$ cat config.mk
export PLATFORM = sky130hd
export DESIGN_NAME = branch_resolver
export DESIGN_NICKNAME = d
export VERILOG_FILES = /design/src/rtl/branch_resolver.sv
export SDC_FILE = /design/constraint.sdc
export NUM_CORES = 1
export LEC_CHECK = 0
export BUFFER_PORTS_ARGS = -buffer_cell sky130_fd_sc_hd__buf_2
export CORE_MARGIN = 8
export CORE_UTILIZATION = 53
export CTS_CLUSTER_DIAMETER = 100
export DETAILED_ROUTE_END_ITERATION = 10
export GPL_ROUTABILITY_DRIVEN = 0
export PLACE_DENSITY = 0.81
export SLEW_MARGIN = 40
export SYNTH_ARGS = -nofsm -noshare
export SYNTH_HDL_FRONTEND = slang
export SYNTH_SLANG_ARGS = --single-unit
$ cat constraint.sdc
create_clock -name clk -period 2.8 [get_ports clk]
set_clock_uncertainty 0.15 [all_clocks]
set_input_delay 0.42 -clock clk [delete_from_list [all_inputs] [get_ports clk]]
set_output_delay 0.42 -clock clk [all_outputs]
set_load 0.02 [all_outputs]
$ cat src/rtl/branch_resolver.sv
// Branch resolution stage: funct3 decode, taken decision, 2-bit BHT prediction
// and update, registered mispredict/error flags and saturating perf counters.
module branch_resolver #(
  parameter int IDX_W = 4,
  parameter int CNT_W = 32
) (
  input  logic             clk,
  input  logic             reset,
  input  logic             BrValid,
  input  logic [2:0]       Funct3,
  input  logic [31:0]      BrPC,
  input  logic             BrPredTaken,
  input  logic             BrEq,
  input  logic             BrLT,
  output logic             BrUn,
  output logic             Taken,
  input  logic [31:0]      LookupPC,
  output logic             PredTaken,
  output logic             Mispredict,
  output logic             BrErr,
  output logic [CNT_W-1:0] BranchCount,
  output logic [CNT_W-1:0] MispredictCount
);

  localparam int ENTRIES = 1 << IDX_W;

  logic [1:0]       bht_q [ENTRIES];
  logic [IDX_W-1:0] upd_idx;
  logic [IDX_W-1:0] look_idx;
  logic [1:0]       upd_old;
  logic [1:0]       upd_d;
  logic             legal;
  logic             taken_c;
  logic             mis_c;
  logic             mis_q;
  logic             err_q;
  logic [CNT_W-1:0] bcnt_q, bcnt_d;
  logic [CNT_W-1:0] mcnt_q, mcnt_d;
  logic             unused_pc_bits;

  assign upd_idx  = BrPC[IDX_W+1:2];
  assign look_idx = LookupPC[IDX_W+1:2];
  assign unused_pc_bits = ^{BrPC[31:IDX_W+2], BrPC[1:0],
                            LookupPC[31:IDX_W+2], LookupPC[1:0]};

  // funct3 010/011 are not branch encodings
  assign BrUn  = Funct3[1];
  assign legal = BrValid & (Funct3[2:1] != 2'b01);

  always_comb begin
    taken_c = 1'b0;
    if (legal) begin
      case (Funct3)
        3'b000:  taken_c = BrEq;
        3'b001:  taken_c = ~BrEq;
        3'b100:  taken_c = BrLT;
        3'b101:  taken_c = ~BrLT;
        3'b110:  taken_c = BrLT;
        3'b111:  taken_c = ~BrLT;
        default: taken_c = 1'b0;
      endcase
    end
  end

  assign Taken     = taken_c;
  assign PredTaken = bht_q[look_idx][1];
  assign mis_c     = legal & (taken_c != BrPredTaken);

  always_comb begin
    upd_old = bht_q[upd_idx];
    upd_d   = upd_old;
    if (taken_c) begin
      if (upd_old != 2'b11) upd_d = upd_old + 2'b01;
    end else begin
      if (upd_old != 2'b00) upd_d = upd_old - 2'b01;
    end
  end

  always_comb begin
    bcnt_d = bcnt_q;
    mcnt_d = mcnt_q;
    if (legal && (bcnt_q != '1)) bcnt_d = bcnt_q + CNT_W'(1);
    if (mis_c && (mcnt_q != '1)) mcnt_d = mcnt_q + CNT_W'(1);
  end

  always_ff @(posedge clk) begin
    if (reset) begin
      for (int i = 0; i < ENTRIES; i++) bht_q[i] <= 2'b01;
      mis_q  <= 1'b0;
      err_q  <= 1'b0;
      bcnt_q <= '0;
      mcnt_q <= '0;
    end else begin
      if (legal) bht_q[upd_idx] <= upd_d;
      mis_q  <= mis_c;
      err_q  <= BrValid & ~legal;
      bcnt_q <= bcnt_d;
      mcnt_q <= mcnt_d;
    end
  end

  assign Mispredict      = mis_q;
  assign BrErr           = err_q;
  assign BranchCount     = bcnt_q;
  assign MispredictCount = mcnt_q;

endmodule

# == Word level (Yosys, flattened, before mapping) ==
# Memories as Yosys holds them, arrays and structs flattened.
# Index checks and enable logic that the tools add are counted.
# classes
add_sub_neg,4
eq_ne,10
mux,13
bitwise,6
n_reduce_logical,7
# ops
cell,count
"adder 32 x 1 -> 32 bit, second input constant",2
"inequality test 32 bit, second input constant",2
"equality test 3 bit, second input constant",4
2-to-1 mux 2 bit,4
2-to-1 mux 1 bit,7
OR reduction 2 bit,3
2-to-1 mux 4 bit,1
one-hot mux 1 bit (4 select lines),1
AND 1 bit,3
"equality test 3 x 1 -> 1 bit, second input constant",1
zero test 3 bit,1
inverter 1 bit,3
"adder 2 x 1 -> 2 bit, second input constant",1
logical AND 1 bit,2
"inequality test 2 x 1 -> 1 bit, second input constant",1
"inequality test 2 bit, second input constant",1
nonzero test 2 bit,1
"subtractor 2 x 1 -> 2 bit, second input constant",1
inequality test 1 bit,1
# word_totals
regBits,66
mem_bits_rw,32
in_bits,73
word_cells,45
n_memories,1
# mem_list
memory,words,width,read_ports,rd_ports_with_merged_regs,wr,line,text
bht_q,16,2,2,0,16,27,logic [1:0] bht_q [ENTRIES];

# == Logic depth before layout (Yosys ltp) ==
# Gate-level depths: netlist of run 1.
# depth
depth_word,7
depth_mapped,8
mapped_depth_nobuf,6

# == Least setup slack after synthesis of run 1 ==
# OpenSTA, ideal clock, no wires.
# synth_path
kind,input -> register
from,input BrPC[2]
to,"memory bht_q[3][0], data pin"
setup_ns,0.271
arrival_ns,1.961
t_required_ns,2.379
slack_ns,0.418
cell_stages,7
n_path_buf,2
cell_sequence,buf_4 mux4_2 a22o_1 nor2_1 maj3_1 buf_4 nand3_1
# synth_lines
item,line,text
"start, declared",11,"input logic [31:0] BrPC,"
"end, declared",27,

# == Worst setup path in the final report of run 1 ==
# layout_path
from,register bcnt_q[22] (netlist: BranchCount[22])
to,register bcnt_q[7] (netlist: BranchCount[7])
# layout_between
elab_chain_len,2
# layout_lines
item,line,text
"start, declared",37,"logic [CNT_W-1:0] bcnt_q, bcnt_d;"
"start signal, assigned",97,bcnt_q <= bcnt_d;
inequality test 32 bit,82,if (legal && (bcnt_q != '1)) bcnt_d = bcnt_q + CNT_W'(1);
logical AND 1 bit,82,
# Every way passes these cells.
# A chain may end at the register's enable or synchronous reset.

==> results of run 1 <==
[where the power goes]
| part | leakage (uW) | internal [uW] | switching [uW] |
|---|---|---|---|
| sequential | 0.000832 | 1490 | 13.1 |
| combinational | 0.00113 | 84.6 | 131 |
| clock | 0.0000957 | 381 | 504 |
[worst max-delay path, stage by stage, from the launching register on]
cell	delay, ps
dfxtp_1	430
nand4_2	180
or4_1	750
o31ai_4	630
o21ai_0	210
a21oi_1	150
[stage by stage]
stage / setup WS [ps] / area [sq um] / power [uW] / util (%)
after floorplan: 418 / 5190 / 1680 / -
after global placement: 210 / 5730 / 1740 / 59.4
after detailed placement: 157 / 5730 / 1750 / 59.4
after CTS: 202 / 5910 / 2620 / 61.3
after global routing: 53.6 / 5920 / 2710 / 61.4
final: 225 / 5920 / 2600 / 61.4
[state kept, by name, summed over array words and instances, names as in the netlist]
register,flops
BranchCount,32
MispredictCount,32
bht_q,32
BrErr,1
Mispredict,1
[area by class of cell]
cell class,count,share of cell area [%]
diodes,1,0.0423
clock inverters,5,0.571
well taps,133,2.81
inverters,14,0.888
multi-input cells,409,45.8
clock buffers,11,2.58
repair buffers,97,8.77
flip-flops and latches,98,38.6
[how the worst min path moves through the flow]
stage / cells past startpoint / from / slack, ps / end
after floorplan: 2 / Funct3[1] / 400 / BrErr
after global placement: 2 / BranchCount[20] / 330 / BranchCount[20]
after detailed placement: 2 / BranchCount[20] / 340 / BranchCount[20]
after CTS: 3 / Funct3[1] / 170 / BrErr
after global routing: 3 / Funct3[1] / 180 / BrErr
final: 3 / Funct3[1] / 190 / BrErr
[logic make-up after synthesis]
group | count (synthesis) | share of synthesized area (%)
flops | 98 | 44.0
fa+ha+maj | 4 | 0.892
buf+inv | 44 | 3.79
xor+xnor | 6 | 1.59
compound gates | 122 | 14.3
mux | 19 | 6.99
simple gates | 258 | 28.4
[placed cells by master, fill, tap and decap left out, types with 5 or more instances in the layout]
cell type   n
nand4_1    16
mux4_2     13
nor2b_1     9
o21ai_0    25
nor2_1     33
nand2b_1   12
or3_1      26
buf_4      11
clkbuf_8    9
edfxtp_1   32
o31ai_1    31
or4_1      29
and4_1      5
inv_1      14
dfxtp_1    66
and3_1      5
a21oi_1    56
or2_2      10
nand3_1    30
buf_2      85
nor3_1     14
and2_1      6
nand2_1    47
[routing by layer]
layer	vias up	GRT usage (%)
met5	-	0
met4	0	4.90
met3	11	5.51
met2	111	34.1
met1	2227	23.9
li1	2248	-
==> results.yml, run 1 <==
run_status:
  status: "finished clean"
die:
  die_h_microns: 115
  die_w_microns: 115
  rows: 36
  start_util_pct: 53.8
  io_pins: 142
  dieArea_sq_um: 13200
  core_sq_um: 9640
yosys:
  yosysMostFrequentCell: "dfxtp_1"
  syn_avg_cell_area_sq_um: 9.41
  synth_common_cells: "dfxtp_1, a21oi_1, nand2_1"
  synth.distinct_cells: 51
  synth-edff-count: 32
  ys_ff_latch: 98
  syn_area_sq_um: 5190
  synth_top_area_share_pct: 25.5
  async_flop_share_pct: 0
  syn-num-nets: 626
  seq_area_frac_synth_pct: 44.0
  yosys_most_used_dff: "dfxtp_1"
  synth_cells: 551
  yosysTopAreaCell: "dfxtp_1"
  yosysWarnings: 0
  ys_top_cells_by_area: "dfxtp_1, edfxtp_1, mux4_2, a21oi_1, o31ai_1"
sta:
  slew_violations: 0
  slew_headroom_pct: 58.2
  worst_pin_slew_ps: 627
  min_period_ps: 2580
  fmax_ghz: 0.388
  fin_crit_sh_pct: 92.0
  hold_violations: 0
  setup_viol: 0
  grt_setup_unrepaired: "no"
  hold_slack_ps: 185
  final.setup.tns_ps: 0
cells_and_area:
  fill_cells: 847
  drive_above_1_share_pct: 23.7
  regArea_sq_um: 2280
  fin_cells: 768
  final_net_count: 704
  area_growth_pct: 14.1
  multi_input_area_sq_um: 2710
critical_path:
  crit_path_start: "BranchCount[22]"
  regToRegSetupSlack_ps: 220
  cp.required_ps: 2930
  critPathCaptureType: "flip-flop"
  reg2reg_depth: 5
  crit_type: "flip-flop to flip-flop"
  arrival_ps: 2710
  r2r_start: "BranchCount[22]"
  endpoint: "BranchCount[7]"
  start_kind: "flip-flop"
  path_max_fanout: 16
  rr_endpoint: "BranchCount[7]"
route:
  top_layer: "met4"
  drtIter0Drc: 266
  wl_met2_microns: 6510
  ant_nets: 0
  drt_wl_total_microns: 12900
  wl_met3_microns: 730
  vias: 4597
  met1_length_microns: 5480
  post_drt_via_cell_ratio: 5.99
  wl_per_cell_microns: 16.7
  drt_first_pass_iters: 4
  drc: 0
power:
  vdd_ir_drop_max_uv: 261
  pwr_density_cell_nw_per_um2: 439
  p_leak_uw: 0.00206
cts:
  hold_buffers: 0
  path_clk_slew_ps: 90
  htree_levels: 3
  cts_resized: 0
  cts_tree: "built"
  clock_latency_ps: 370
  cts_buffers: 9
  cts_buffer_depth: 2
  cts-root-buf: "clkbuf_8"
  cts_num_sinks: 98
  cts_setup_buffers: 0
run:
  maxCapViolations: 0
grt:
  grt_overflow: 0
  grt_pass1_vias: 4522
  antenna_found_initial: 0
  grt_max_degree: 88
  grt_first_pass_wirelength_microns: 21300
  track_usage_pct: 19.8
placement:
  post-dp-hpwl_microns: 9270
  io_buffers: 85
  placed_cells: 751
worst_hold_path:
  hold_path_class: "input port to flip-flop"
No activity file was read; power rests on OpenSTA's default activity.
==> run 2, diff against run 1 <==
--- a/config.mk
+++ b/config.mk
@@ -12,6 +12,7 @@
 export DETAILED_ROUTE_END_ITERATION = 10
 export GPL_ROUTABILITY_DRIVEN = 0
 export PLACE_DENSITY = 0.81
+export RECOVER_POWER = 100
 export SLEW_MARGIN = 40
 export SYNTH_ARGS = -nofsm -noshare
 export SYNTH_HDL_FRONTEND = slang
==> results.yml, run 2 (synthesis results as in run 1) <==
critical_path:
  crit_buf_inv: 0
  arrival_ps: 2700
  slowest_delay_ps: 730
  critPathCaptureType: "flip-flop"
  crit_path_start: "BranchCount[22]"
  regToRegSetupSlack_ps: 240
  crit_family: "compound AO/OA/AOI/OAI gates"
  rr_endpoint: "BranchCount[7]"
  slowest_stage: "or4_1"
  crit_type: "flip-flop to flip-flop"
  crit_path_cell_trace: "nand4_2 > or4_1 > o31ai_4 > o21ai_0 > a21oi_1"
  endpoint: "BranchCount[7]"
  cp.depth: 5
  cp.required_ps: 2940
  r2r_start: "BranchCount[22]"
  reg2reg_depth: 5
  path_max_fanout: 16
  start_kind: "flip-flop"
route:
  drt_wl_total_microns: 12900
  ant_nets: 0
  drc: 0
  drtIter0Drc: 258
  drt_first_pass_iters: 5
  wl_per_cell_microns: 16.8
  post_drt_via_cell_ratio: 6.00
  vias: 4605
sta:
  min_period_ps: 2560
  worst_pin_slew_ps: 641
  fmax_ghz: 0.391
  slew_headroom_pct: 57.3
  fin_crit_sh_pct: 91.5
  slew_violations: 0
  setup_viol: 0
  grt_setup_unrepaired: "no"
  hold_violations: 0
  final.setup.tns_ps: 0
cts:
  htree_levels: 3
  cts_buffers: 9
  cts-root-buf: "clkbuf_8"
  hold_buffers: 0
  cts_tree: "built"
  cts_resized: 0
  path_clk_slew_ps: 90
  cts_num_sinks: 98
  clock_latency_ps: 370
  cts_setup_buffers: 0
  cts_buffer_depth: 2
run_status:
  status: "finished clean"
cells_and_area:
  fin_area_sq_um: 5780
  final_net_count: 704
  area_growth_pct: 11.3
  fin_cells: 768
  final_common_cell: "clkbuf_1"
  drive_above_1_share_pct: 10.9
  final_cell_mix: "clkbuf_1, dfxtp_1, a21oi_1"
  fin_util_pct: 59.9
placement:
  post-dp-hpwl_microns: 9270
  io_buffers: 85
  placed_cells: 751
  placed_cell_area_sq_um: 5730
worst_hold_path:
  hold_path_class: "input port to flip-flop"
run:
  maxCapViolations: 0
power:
  vdd_ir_drop_max_uv: 261
  finalPower_uw: 2600
  pwr_density_cell_nw_per_um2: 450
  p_leak_uw: 0.00172
grt:
  grt_pass1_vias: 4522
  track_usage_pct: 19.8
  grt_overflow: 0
  antenna_found_initial: 0
  grt_max_degree: 88
  grt_first_pass_wirelength_microns: 21300
die:
  die_h_microns: 115
  die_w_microns: 115
  core_sq_um: 9640
  io_pins: 142
  dieArea_sq_um: 13200
  rows: 36
  start_util_pct: 53.8
-- run 2: cell count changes in the layout (fill, tap and decap cells not counted), sizes merged --
cell / delta
buf: -79
clkbuf: +79
-- run 2: worst min path at each step --
| stage | startpoint | endpoint | cells past startpoint |
|---|---|---|---|
| 3_5_place_dp | BranchCount[20] | BranchCount[20] | 2 |
| 4_1_cts | Funct3[1] | BrErr | 3 |
| 6_report | Funct3[1] | BrErr | 3 |
| 5_1_grt | Funct3[1] | BrErr | 3 |
| 2_1_floorplan | Funct3[1] | BrErr | 2 |
| 3_3_place_gp | BranchCount[20] | BranchCount[20] | 2 |
-- run 2: worst reg2reg max path: stages (launching register included) --
cell and delay (ps):
dfxtp_1 440, nand4_2 180, or4_1 730, o31ai_4 630, o21ai_0 210, a21oi_1 150
-- run 2: report_power, final --
| part | internal, uW | total [uW] | switching [uW] |
|---|---|---|---|
| clock | 381 | 888 | 507 |
| sequential | 1490 | 1500 | 13.2 |
| combinational | 79.5 | 210 | 131 |
-- run 2: area by class of cell --
| type | count | area, sq um |
|---|---|---|
| fill | 894 | 3860 |
| clock inverter | 5 | 33.8 |
| tap | 133 | 166 |
| antenna | 1 | 2.50 |
| inverter | 14 | 52.6 |
| clock buffer | 11 | 153 |
| timing repair buffer | 97 | 407 |
| multi-input combinational | 409 | 2680 |
| sequential | 98 | 2280 |
-- run 2: stage by stage --
step / worst slack, ps / hold slack [ps]
after floorplan: 418 / 401
after global placement: 210 / 328
after detailed placement: 157 / 339
after CTS: 202 / 174
after global routing: 86.0 / 176
final: 239 / 185
-- run 2: routing by layer --
layer	up-vias	global-route usage [%]	routed length (microns)
met3	10	5.51	789
met2	131	34.1	6550
li1	2245	-	-
met1	2219	23.9	5480
met4	0	4.90	123
met5	-	0	0
